===== src/rtl/popcount_frame_accumulator.sv =====
// Frame accumulator for the popcount stream.
// Sums per-word counts over a frame, tracks word count and the largest count,
// and offers one result per frame on a held valid/ready output. A result that
// closes while the previous one is still unaccepted is discarded and counted.
module popcount_frame_accumulator #(
    parameter  int CNT_WIDTH = 7,
    parameter  int FRAME_LEN = 16,
    localparam int SUM_WIDTH = CNT_WIDTH + $clog2(FRAME_LEN),
    localparam int WRD_WIDTH = $clog2(FRAME_LEN + 1)
) (
    input  logic                 clk_i,
    input  logic                 arstn_i,
    input  logic [CNT_WIDTH-1:0] cnt_i,
    input  logic                 cnt_val_i,
    input  logic                 frame_last_i,
    output logic [SUM_WIDTH-1:0] sum_o,
    output logic [WRD_WIDTH-1:0] words_o,
    output logic [CNT_WIDTH-1:0] max_o,
    output logic                 sum_val_o,
    input  logic                 sum_ready_i,
    output logic                 drop_o,
    output logic [15:0]          drop_cnt_o
);

    localparam logic [WRD_WIDTH-1:0] LAST_IDX = WRD_WIDTH'(FRAME_LEN - 1);

    typedef enum logic {IDLE  = 1'b0, ACCUM = 1'b1} acc_state_e;
    typedef enum logic {EMPTY = 1'b0, FULL  = 1'b1} out_state_e;

    acc_state_e             acc_state_q;
    out_state_e             out_state_q;
    logic [SUM_WIDTH-1:0]   sum_acc_q;
    logic [WRD_WIDTH-1:0]   words_acc_q;
    logic [CNT_WIDTH-1:0]   max_acc_q;

    logic [SUM_WIDTH-1:0]   sum_q;
    logic [WRD_WIDTH-1:0]   words_q;
    logic [CNT_WIDTH-1:0]   max_q;
    logic                   drop_q;
    logic [15:0]            drop_cnt_q;

    // Running values including the current word; these are also the frame
    // result when the current word closes the frame.
    logic [SUM_WIDTH-1:0]   sum_d;
    logic [WRD_WIDTH-1:0]   words_d;
    logic [CNT_WIDTH-1:0]   max_d;
    logic                   close;
    logic                   hs;

    // Fold the incoming word into the running frame values.
    always_comb begin
        sum_d   = sum_acc_q + SUM_WIDTH'(cnt_i);
        words_d = words_acc_q + WRD_WIDTH'(1);
        max_d   = (cnt_i > max_acc_q) ? cnt_i : max_acc_q;
        close   = cnt_val_i && (frame_last_i || (words_acc_q == LAST_IDX));
        hs      = (out_state_q == FULL) && sum_ready_i;
    end

    // Accumulate FSM: IDLE means no word of the current frame has arrived yet.
    // A closing word clears the accumulators so the next cycle starts fresh.
    always_ff @(posedge clk_i or negedge arstn_i) begin
        if (!arstn_i) begin
            acc_state_q <= IDLE;
            sum_acc_q   <= '0;
            words_acc_q <= '0;
            max_acc_q   <= '0;
        end else if (cnt_val_i) begin
            if (close) begin
                acc_state_q <= IDLE;
                sum_acc_q   <= '0;
                words_acc_q <= '0;
                max_acc_q   <= '0;
            end else begin
                acc_state_q <= ACCUM;
                sum_acc_q   <= sum_d;
                words_acc_q <= words_d;
                max_acc_q   <= max_d;
            end
        end
    end

    // Output FSM: one-deep result register. A close loads it when empty or
    // when the held result is being accepted on the same edge; otherwise the
    // new result is dropped and the saturating drop counter advances.
    always_ff @(posedge clk_i or negedge arstn_i) begin
        if (!arstn_i) begin
            out_state_q <= EMPTY;
            sum_q       <= '0;
            words_q     <= '0;
            max_q       <= '0;
            drop_q      <= 1'b0;
            drop_cnt_q  <= '0;
        end else begin
            drop_q <= 1'b0;
            if (close && (out_state_q == EMPTY || hs)) begin
                out_state_q <= FULL;
                sum_q       <= sum_d;
                words_q     <= words_d;
                max_q       <= max_d;
            end else if (close) begin
                drop_q <= 1'b1;
                if (drop_cnt_q != 16'hFFFF)
                    drop_cnt_q <= drop_cnt_q + 16'd1;
            end else if (hs) begin
                out_state_q <= EMPTY;
            end
        end
    end

    assign sum_o      = sum_q;
    assign words_o    = words_q;
    assign max_o      = max_q;
    assign sum_val_o  = (out_state_q == FULL);
    assign drop_o     = drop_q;
    assign drop_cnt_o = drop_cnt_q;

endmodule


===== config.mk =====
export PLATFORM = sky130hd
export DESIGN_NAME = popcount_frame_accumulator
export DESIGN_NICKNAME = d
export VERILOG_FILES = /design/src/rtl/popcount_frame_accumulator.sv
export SDC_FILE = /design/constraint.sdc
export NUM_CORES = 1
export LEC_CHECK = 0
export CORE_MARGIN = 5
export CORE_UTILIZATION = 55
export CTS_BUF_LIST = sky130_fd_sc_hd__clkbuf_4 sky130_fd_sc_hd__clkbuf_8
export DETAILED_ROUTE_END_ITERATION = 7
export GPL_TIMING_DRIVEN = 0
export PLACE_DENSITY = 0.8
export RECOVER_POWER = 25
export SLEW_MARGIN = 20
export SYNTH_ARGS = -nofsm -noshare
export SYNTH_HDL_FRONTEND = slang
export SYNTH_SLANG_ARGS = --single-unit

===== constraint.sdc =====
create_clock -name clk_i -period 2.4 [get_ports clk_i]
set_input_delay 0.48 -clock clk_i [delete_from_list [all_inputs] [get_ports clk_i]]
set_output_delay 0.48 -clock clk_i [all_outputs]
set_load 0.02 [all_outputs]

==> out/results.ini <==
[sta]
min_period_ns = 2.306
finalSetupTns_ns = 0
skew_ns = 0.008860
setup_viol = 0
finalHoldViolCount = 0
drv_slew = 0
max_freq_mhz = 433.7
worstMarginPinSlew_ns = 1.456
rsz0062_at_grt = no
slew_headroom = 0.02947
layout_worst_path_cycle_share = 0.9607

[finish]
fin_util = 0.7121
diodes = 0
area.growth.synth_to_final_pct = 27.60
fillers = 457
multi_input_comb_area_sq_mm = 0.001543
seqCellArea_sq_mm = 0.001602
layout.nets = 421
drive_above_1_share = 0.09620

[clock_tree]
clock_sinks = 64
cts-root-buf = clkbuf_8
cts-htree-levels = 3
cts_setup_buffers = 0
cts_made_buffers = 9
clock_latency_ns = 0.34
clockBufferDepth = 2
cts_hold_buf = 0
clk_pin_slew_worst_paths_ns = 0.07
cts_tree = built

[setup_path]
cp-start-kind = primary input
r2r_slack_ns = 0.19
end_kind = flop
crit_path_cell_trace = clkdlybuf4s50_1 -> ha_2 -> a21o_1 -> a311o_1 -> a21oi_4 -> xor2_1 -> o21ai_0
timing.rr.start = words_acc_q[0]$_DFFE_PN0P_
critPathMaxFanout = 7
crit_buf_inv = 1
worst_ep_arrival_time_ns = 2.52
cp_slowest_cell = clkdlybuf4s50_1
slowest_delay_ns = 0.58
regToRegEndpoint = sum_acc_q[7]$_DFFE_PN0P_
crit_type = in2reg
crit_family = compound AO/OA/AOI/OAI gates
worstRegToRegCells = 7
cp.required_ns = 2.62

[logic_synthesis]
synth_ff_type = dfrtp_1
synth_top_area_frac = 0.4934
syn_avg_cell_area_sq_um = 9.895
ys_seq_area_frac = 0.4934
synth_top_cell_by_area = dfrtp_1
synth_area_sq_mm = 0.003246
synth_edf_count = 0
synth_seq_cells = 64
synthMostInstantiatedCell = dfrtp_1
yosys_warnings = 0
synth.top_cells.by_area = dfrtp_1 49%, ha_1 6.6%, nand2_1 5.4%, o21ai_0 4.6%, xnor2_1 3.0%
synth_cell_type_count = 46
syn_inst = 328
async_flop_share = 1.000
synth_nets = 358
synthTopCellsByCount = 64 x dfrtp_1, 47 x nand2_1, 30 x o21ai_0

[global_routing]
antenna_found_initial = 0
met3_usage = 0.06274
grt_pass1_vias = 2800
globalRouteMet1Util = 0.2841
grt_pass1_wl_um = 13040
met2_usage = 0.3554
grt-ovfl-total = 0
grt_max_degree = 40
gr-max-usage-layer = met2
globalRouteTotalUtil = 0.2216

[power]
power.density_mw_per_mm2 = 861.9
ir_worst_vdd_mv = 0.6305
leakage_nw = 1.884

[floorplanning]
rows = 28
fp.dieH_um = 86.82
start_util = 0.5581
ios = 53
design.core.area_sq_mm = 0.005816
die_area_sq_mm = 0.007538
die_x_um = 86.82

[routing]
vias = 2657
wl_per_cell_um = 15.96
antenna_left = 0
via_per_inst = 5.653
finalWirelength_um = 7500
dr.first_iter.drc_count = 138
route.detailed.drc = 0
drt_pass1_iterations = 4

[place]
place_congestion = 0.8106
port-buffer-count = 52
dp_hpwl_um = 5466

[outcome]
status = finished, final reports clean

[run]
maxCapViolCount = 0

[hold_path]
hp-class = in2async

flip-flops by register name, indices dropped and copies added, names as in the netlist:
name / cells
drop_cnt_o: 16
sum_acc_q: 11
sum_o: 11
max_acc_q: 7
max_o: 7
words_acc_q: 5
words_o: 5
drop_o: 1
sum_val_o: 1
cells by family after synthesis:
family,count (synthesis),synth area share
AO/OA/AOI/OAI,78,0.1561
XOR/XNOR,20,0.05397
adder cells (fa/ha/maj),18,0.07170
buffers and inverters,37,0.04356
flip-flops,64,0.4934
multiplexers,9,0.02930
AND/OR/NAND/NOR,102,0.1519
per-layer routing:
| layer | routed length [um] | share of wire |
|---|---|---|
| met2 | 3743 | 0.50 |
| met1 | 3231 | 0.43 |
| met3 | 404 | 0.054 |
| met4 | 121 | 0.016 |
| met5 | 0 | 0 |
final cells by class:
class	instances	area share
clock buffers	12	0.03837
plain buffers	11	0.01269
well taps	75	0.02266
repair buffers	53	0.1287
clock inverters	3	0.01571
multi-input cells	227	0.3725
flip-flops and latches	64	0.3867
inverters	25	0.02266
repair_timing:
item	CTS	global route
resized for setup	8	14
pin swaps	0	1
endpoints found under the setup margin	33	38
hold endpoints to repair	0	0
cell usage in the layout, fill, tap and decap left out, types with 3 or more instances in the layout:
| cell | count |
|---|---|
| nand2_1 | 47 |
| inv_1 | 25 |
| a21o_1 | 3 |
| a32o_1 | 6 |
| and3_1 | 5 |
| nand3_1 | 12 |
| or4_1 | 4 |
| ha_1 | 16 |
| clkbuf_1 | 5 |
| dfrtp_1 | 64 |
| o21ai_2 | 3 |
| nor2_1 | 13 |
| clkdlybuf4s50_1 | 50 |
| a31oi_1 | 6 |
| clkbuf_8 | 11 |
| o22ai_1 | 8 |
| xor2_1 | 9 |
| xnor2_1 | 11 |
| mux2i_1 | 8 |
| a21oi_1 | 5 |
| o21ai_0 | 28 |
| nor3_1 | 3 |
| o31ai_1 | 4 |
| nand4_1 | 4 |
| buf_2 | 4 |
through the flow:
stage	instances	total power, mW	cell area [sq um]	hold WS [ns]	worst slack [ns]
3_5_place_dp	456	2.508	3877	0.4098	-0.4882
2_1_floorplan	328	2.053	3246	0.1844	0.2923
6_report	470	3.569	4141	0.4752	0.09429
4_1_cts	471	3.571	4110	0.04816	0.01197
5_1_grt	470	3.793	4141	0.5077	0.01268
3_3_place_gp	455	2.461	3860	0.4578	-1.202
power by group:
part           leakage, nW  switching [mW]  total, mW  internal (mW)
registers            0.843           0.133       1.39           1.26
clock network        0.116           0.403       1.05          0.646
logic                0.925           0.619       1.13          0.506
how the worst max path moves through the flow:
stage                                    start                         to  slack (ns)  depth (start not counted)
global placement                       arstn_i   sum_acc_q[3]$_DFFE_PN0P_       -1.20                          1
CTS                 words_acc_q[0]$_DFFE_PN0P_       sum_o[6]$_DFFE_PN0P_        0.01                          9
finish                                cnt_i[4]       sum_o[7]$_DFFE_PN0P_        0.09                          7
floorplan            drop_cnt_o[0]$_DFFE_PN0P_  drop_cnt_o[1]$_DFFE_PN0P_        0.29                          6
global route                          cnt_i[4]       sum_o[7]$_DFFE_PN0P_        0.01                          7
detailed placement                    cnt_i[0]      sum_o[10]$_DFFE_PN0P_       -0.49                          9
worst register-to-register path, stage by stage (launching register included):
cell and delay [ns]:
dfrtp_1 0.42, ha_1 0.27, and3_1 0.17, ha_1 0.22
nor3b_2 0.50, clkbuf_2 0.33, nand2_1 0.07, a31oi_1 0.16
Note: power is estimated with default switching activity, not from simulation.
